$ cat config.mk
export PLATFORM = sky130hd
export DESIGN_NAME = truth_table_sweeper
export DESIGN_NICKNAME = d
export VERILOG_FILES = /design/src/rtl/truth_table_sweeper.sv
export SDC_FILE = /design/constraint.sdc
export NUM_CORES = 1
export LEC_CHECK = 0
export BUFFER_PORTS_ARGS = -buffer_cell sky130_fd_sc_hd__buf_4
export CAP_MARGIN = 20
export CORE_ASPECT_RATIO = 0.7
export CORE_MARGIN = 1
export CORE_UTILIZATION = 40
export DETAILED_ROUTE_END_ITERATION = 8
export GPL_TIMING_DRIVEN = 0
export PLACE_DENSITY = 0.7
export SETUP_SLACK_MARGIN = 0.2
export SYNTH_ARGS = -nofsm -noshare
export SYNTH_HDL_FRONTEND = slang
export SYNTH_SLANG_ARGS = --single-unit
$ cat constraint.sdc
create_clock -name clk -period 2.88 [get_ports clk]
set_input_delay 0.288 -clock clk [delete_from_list [all_inputs] [get_ports clk]]
set_output_delay 0.288 -clock clk [all_outputs]
set_load 0.01 [all_outputs]
$ cat src/rtl/truth_table_sweeper.sv
// truth_table_sweeper: steps a 5-input function through all codes, captures F and checks it against a golden table.
module truth_table_sweeper #(
  parameter int N_IN = 5,
  parameter int SETTLE = 1
) (
  input  logic                 clk,
  input  logic                 rst,
  input  logic                 start,
  input  logic                 abort,
  input  logic                 f_in,
  input  logic [2**N_IN-1:0]   expected,
  output logic [N_IN-1:0]      x_out,
  output logic                 busy,
  output logic                 done,
  output logic [2**N_IN-1:0]   table_out,
  output logic [N_IN:0]        ones_cnt,
  output logic                 match
);
  localparam int N_VEC = 2**N_IN;
  localparam int CW = SETTLE > 1 ? $clog2(SETTLE) : 1;
  typedef enum logic [1:0] {S_IDLE, S_SETTLE, S_SAMPLE, S_DONE} state_t;
  state_t r_state, w_next;
  logic [N_IN-1:0]  r_x;
  logic [CW-1:0]    r_cnt;
  logic             r_busy, r_done, r_match;
  logic [N_VEC-1:0] r_tbl, w_tbl;
  logic [N_IN:0]    r_ones;
  always_comb begin
    w_next = r_state;
    case (r_state)
      S_IDLE:   w_next = start ? S_SETTLE : S_IDLE;
      S_SETTLE: w_next = abort ? S_IDLE : (r_cnt == CW'(SETTLE - 1)) ? S_SAMPLE : S_SETTLE;
      S_SAMPLE: w_next = abort ? S_IDLE : (&r_x) ? S_DONE : S_SETTLE;
      default:  w_next = S_IDLE;
    endcase
  end
  // x_out doubles as the vector index; the last vector is caught by &r_x so it never wraps
  always_comb begin
    w_tbl = r_tbl;
    w_tbl[r_x] = f_in;
  end
  always_ff @(posedge clk) begin
    if (rst) begin
      r_state <= S_IDLE;
      r_x     <= '0;
      r_cnt   <= '0;
      r_busy  <= 1'b0;
      r_done  <= 1'b0;
      r_tbl   <= '0;
      r_ones  <= '0;
      r_match <= 1'b0;
    end else begin
      r_state <= w_next;
      r_done  <= 1'b0;
      case (r_state)
        S_IDLE: if (start) begin
          r_x     <= '0;
          r_cnt   <= '0;
          r_tbl   <= '0;
          r_ones  <= '0;
          r_match <= 1'b0;
          r_busy  <= 1'b1;
        end
        S_SETTLE: if (abort) r_busy <= 1'b0; else r_cnt <= r_cnt + 1'b1;
        S_SAMPLE: if (abort) r_busy <= 1'b0; else begin
          r_tbl  <= w_tbl;
          r_ones <= r_ones + {{N_IN{1'b0}}, f_in};
          r_cnt  <= '0;
          if (&r_x) begin
            r_match <= (w_tbl == expected);
            r_done  <= 1'b1;
            r_busy  <= 1'b0;
          end else r_x <= r_x + 1'b1;
        end
        default: ;
      endcase
    end
  end
  assign x_out     = r_x;
  assign busy      = r_busy;
  assign done      = r_done;
  assign table_out = r_tbl;
  assign ones_cnt  = r_ones;
  assign match     = r_match;
endmodule
== Word level (Yosys, flattened, before mapping) ==
Cells that the tools add are included.

* Output and inout port bits: 46
* Register bits after elaboration: 49
* Bits of input ports: 37

* Bitwise logic cells: 1
* Equality and inequality tests: 10
* $add $sub $neg: 3
* Order comparisons: 2
* Mux-type cells: 32
* Reduce and logical (&&, ||, !) cells: 11

{| class="wikitable"
|+ Operators by type and width
! kind !! number
|-
| $mux W32 || 2
|-
| $pmux W32 S2 || 1
|-
| $bwmux W32 || 1
|-
| $eq A32 B32 Y1 || 1
|-
| $reduce_and A4 Y1 || 4
|-
| $mux W5 || 3
|-
| $mux W1 || 12
|-
| $mux W6 || 2
|-
| $ne A2 B2 Y1 const B || 6
|-
| $pmux W6 S2 || 1
|-
| $pmux W5 S2 || 1
|-
| $mux W2 || 4
|-
| $add A6 B1 Y6 || 1
|-
| $lt A5 B6 Y1 const B || 1
|-
| $pmux W1 S3 || 2
|-
| $pmux W2 S3 || 1
|-
| $add A5 B1 Y5 const B || 1
|-
| $demux W1 S5 || 1
|-
| $ge A5 B1 Y1 const B || 1
|-
| $reduce_and A5 Y1 || 1
|-
| $ne A3 B3 Y1 const B || 1
|-
| $reduce_and A3 Y1 || 1
|-
| $reduce_bool A3 Y1 || 1
|-
| $reduce_or A3 Y1 || 1
|-
| 8 further kinds || 8
|}

== Longest topological paths before layout ==
* Word-level depth: 9
* Mapped depth: 10

== Worst setup path before layout ==
OpenSTA, ideal clock, no wires.

* Kind: register to register
* Start point: register r_x[0], in the netlist x_out[0]
* End point: register r_match, in the netlist match
* Library setup time: 87 ps
* Arrival time: 2180 ps
* Path buffers: 0
* Cell stages (with the launch flop): 9
* Required time: 2793 ps
* Setup slack: 613 ps
* Period minus slack after synthesis: 2267 ps
* Cell sequence: dfxtp_1 inv_1 ha_1 and4bb_2 o32ai_1 or4_1 nor4_1 nand4_1 o31ai_1

* Longest elaborated chain between the ends: 9
* Elaborated cells between the ends (all ways): 13
* Those cells by class: order compare (2); eq/ne (2); mux (6); reduce/logical (3)

{| class="wikitable"
|+ Ends and longest elaborated chain
! item !! line !! RTL
|-
| start: declaration || 23 || <nowiki>logic [N_IN-1:0] r_x;</nowiki>
|-
| start signal: assignment || 73 || <nowiki>end else r_x <= r_x + 1'b1;</nowiki>
|-
| $lt A5 B6 Y1 (not written as such) / $ge A5 B1 Y1 (equally long branches) || 40 || <nowiki>w_tbl[r_x] = f_in;</nowiki>
|-
| $logic_and A1 B1 Y1 (not written as such) || 40 ||
|-
| $mux W1 (not written as such) || 40 ||
|-
| $demux W1 S5 || 40 ||
|-
| $bwmux W32 || 40 ||
|-
| $eq A32 B32 Y1 || 70 || <nowiki>r_match <= (w_tbl == expected);</nowiki>
|-
| $mux W1 || 69 || <nowiki>if (&r_x) begin</nowiki>
|-
| $mux W1 || 65 || <nowiki>S_SAMPLE: if (abort) r_busy <= 1'b0; else begin</nowiki>
|-
| $pmux W1 S2 || 55 || <nowiki>case (r_state)</nowiki>
|-
| end signal: assignment || 70 ||
|-
| end: declaration || 25 || <nowiki>logic r_busy, r_done, r_match;</nowiki>
|}

Parallel ways exist; a longest one is shown, timed or not. The select of a mux whose other input is x is not followed.
A chain may end at the register's enable or synchronous reset.

== Worst setup path after layout ==
* Start point: register r_x[1], in the netlist x_out[1]
* End point: register r_match, in the netlist match

Same word-level chain as after synthesis.

==> metrics.yaml <==
status:
  outcome: "finished, violations left"
  violations: "design-rule violations"
timing:
  fin_setup_tns_ns: 0
  setup_violations: 0
  max_freq_mhz: 363
  skew_ns: 0.00499
  post-route-min-period_ns: 2.75
  rsz0062_at_grt: "true"
  hold_viol: 0
  slew_headroom_pct: 37.1
  min_period_over_period_pct: 95.6
  worst_pin_slew_ns: 0.937
  finalMaxSlewViolations: 0
clock_network:
  numCtsBuffers: 5
  cts_tree: "built"
  clockBufferDepth: 2
  clkSinkCount: 49
  cts_max_level: 2
  cts_root_buffer: "clkbuf_16"
  clkSlewWorstSetupHoldPaths_ns: 0.07
  ctsHoldBuffers: 0
  clock_latency_ns: 0.29
logic_synthesis:
  syn_avg_cell_area_um2: 8.33
  synthesis.area_um2: 3400
  synthArstFlopShare_pct: 0
  synthAdderAreaFrac_pct: 4.79
  synth_simple_gate_area_share_pct: 26.6
  ys_seq_area_share_pct: 28.9
  syn-num-nets: 458
  synth_xor_area_share_pct: 5.93
  yosys_warnings: 0
  yosys_most_used_dff: "dfxtp_1"
  synth_edf_count: 0
  muxShareOfSynthArea_pct: 8.36
  synth-compound-area-share_pct: 19.9
  ys_seq_elements: 49
  ys_types: 53
  synth_top_family_by_area: "simple AND/OR/NAND/NOR gates"
  syn-instance-count: 408
worst_setup_path:
  cp-start-kind: "flip-flop"
  cp_max_fo: 7
  crit_arrival_ns: 2.95
  required_ns: 3.08
  slowest_delay_ns: 0.52
  cp_slowest_cell: "or4_1"
  crit_chain: "inv_2 > ha_2 > and4bb_2 > o32ai_1 > or4_1 > nor4_1 > nand4_1 > o31ai_1"
  critPathKind: "flip-flop to flip-flop"
  critPathCaptureType: "flip-flop"
pwr:
  power_frac_comb_pct: 12.8
  switching_share_pct: 24.4
  p_leak_nw: 1.70
  p_clk_share_pct: 44.0
  vdd_drop_max_mv: 0.271
  seqPwrFrac_pct: 43.2
  p_sw_w: 0.000386
  internal-power_w: 0.00119
  power_density_nw_per_um2: 363
global_routing:
  grt_max_degree: 15
  grt.overflow.total: 0
  grt_pass1_vias: 3283
  antenna_found_initial: 0
  grt_pass1_wl_mm: 18.1
  track_usage_pct: 26.7
floorplanning:
  coreArea_um2: 8040
  top_level_ports: 83
  die_area_um2: 8870
  rows: 27
  fp.dieH_um: 79.1
  start_util_pct: 42.3
  chipWidth_um: 112
placed_design:
  post-place-cells: 590
  io_buffers: 81
  dp_hpwl_mm: 9.01
  gp_congestion: 0.938
finish:
  final_util_pct: 54.2
  area_delta_synth_final_pct: 28.3
  diodes: 0
  final_common_cell: "buf_4"
  nets: 546
  finalNonFillerCells: 598
  layout_common_cells: "88 x buf_4, 62 x nor2_1, 49 x dfxtp_1"
  drive_gt1_share_pct: 24.3
worst_hold_path:
  hp-class: "input pin to flip-flop"
routing:
  vias: 3652
  drc: 5
  dr.pass1.iters: 7
  wire_per_inst_um: 20.0
  routed_via_density: 6.11
  routed_wl_mm: 11.9
  drtAntennaViolNets: 0
  drtIter0Drc: 452
job:
  cap_violations: 0
[final cells by class]
class                      count  area, µm²
tap                          101        126
clock buffer                   7        143
timing repair buffer          81        608
fill                         753       3680
sequential                    49        981
inverter                      13       48.8
multi-input combinational    318       2280
buffer                        28        141
clock inverter                 1       30.0
[path summary, 6_finish.rpt]
check        slack (ns)     start  depth (start not counted)  endpoint
max                0.13  x_out[1]                          8     match
min                0.23     abort                          2      done
max reg2reg        0.13  x_out[1]                          8     match
min reg2reg        0.51     r_cnt                          2     r_cnt
[layer usage]
layer  GRT usage [%]  share of wire, %  vias to the layer above
li1                -                 -                     1679
met1            38.6                47                     1719
met2            41.2                42                      242
met3            6.03                10                       12
met4            4.13              0.70                        0
met5               0                 0                        -
[synth_stat cells, types with 2 or more instances]
cell type	n	area, µm²
or3b_2	2	17.5
nor4b_2	2	30.0
mux2_2	3	33.8
nor3b_1	3	22.5
and4bb_2	7	87.6
nor2_1	63	236
nand4b_1	3	26.3
a2111oi_0	3	26.3
nand3_1	3	15.0
buf_1	2	7.51
o2bb2ai_1	3	26.3
nor2b_1	8	50.1
nor4b_1	3	26.3
nand4_1	9	56.3
nand2b_1	7	43.8
and3b_1	2	17.5
mux2i_1	25	250
nand2_1	12	45.0
o21ai_0	31	155
buf_4	7	52.6
and3_1	4	25.0
and4b_1	8	80.1
o22ai_1	2	12.5
nor3_1	3	15.0
inv_1	13	48.8
o32ai_1	5	43.8
xor2_1	11	96.3
a21oi_1	12	60.1
and4_1	2	17.5
dfxtp_1	49	981
xnor2_1	12	105
ha_1	13	163
clkbuf_1	17	63.8
nor4_1	4	25.0
a22oi_1	34	255
nor4bb_1	4	40.0
[through the flow]
stage,worst slack [ns],hold slack [ns],power [W],cell area (µm²)
2_1_floorplan,0.613,0.367,0.000799,3400
3_3_place_gp,0.0962,0.492,0.000890,4130
3_5_place_dp,0.0936,0.493,0.000895,4130
4_1_cts,0.211,0.220,0.00158,4350
5_1_grt,0.106,0.227,0.00163,4360
6_report,0.128,0.226,0.00158,4360
[sequential cells by signal, indices dropped and copies added, names as in the netlist]
| name | flops |
|---|---|
| table_out | 32 |
| busy | 1 |
| match | 1 |
| ones_cnt | 6 |
| r_state | 2 |
| done | 1 |
| x_out | 5 |
| r_cnt | 1 |
[worst max-delay path, delay by kind of cell (launching register included)]
family,cells,cell delay (ns)
adder cells (fa/ha/maj),1,0.26
flip-flops,1,0.42
AND/OR/NAND/NOR,4,1.43
buffers and inverters,1,0.15
AO/OA/AOI/OAI,2,0.40
[power by group through the flow]
| stage | registers (W) | clock network (W) | logic (W) |
|---|---|---|---|
| after global routing | 0.000684 | 0.000733 | 0.000216 |
| after floorplan | 0.000700 | 0 | 0.0000991 |
| final | 0.000684 | 0.000695 | 0.000202 |
| after CTS | 0.000684 | 0.000701 | 0.000197 |
| after detailed placement | 0.000699 | 0 | 0.000195 |
| after global placement | 0.000699 | 0 | 0.000192 |
[cell families after synthesis]
group | after synthesis
xor+xnor | 23
compound gates | 102
flops | 49
mux | 28
simple gates | 152
buf+inv | 41
fa+ha+maj | 13
[what timing repair did]
item | 4_1_cts | 5_1_grt
gates resized for setup | 9 | 5
buffers inserted | 0 | 0
endpoints found under the setup margin | 1 | 10
pin swaps | 1 | 0
No activity file was read; power rests on OpenSTA's default activity.
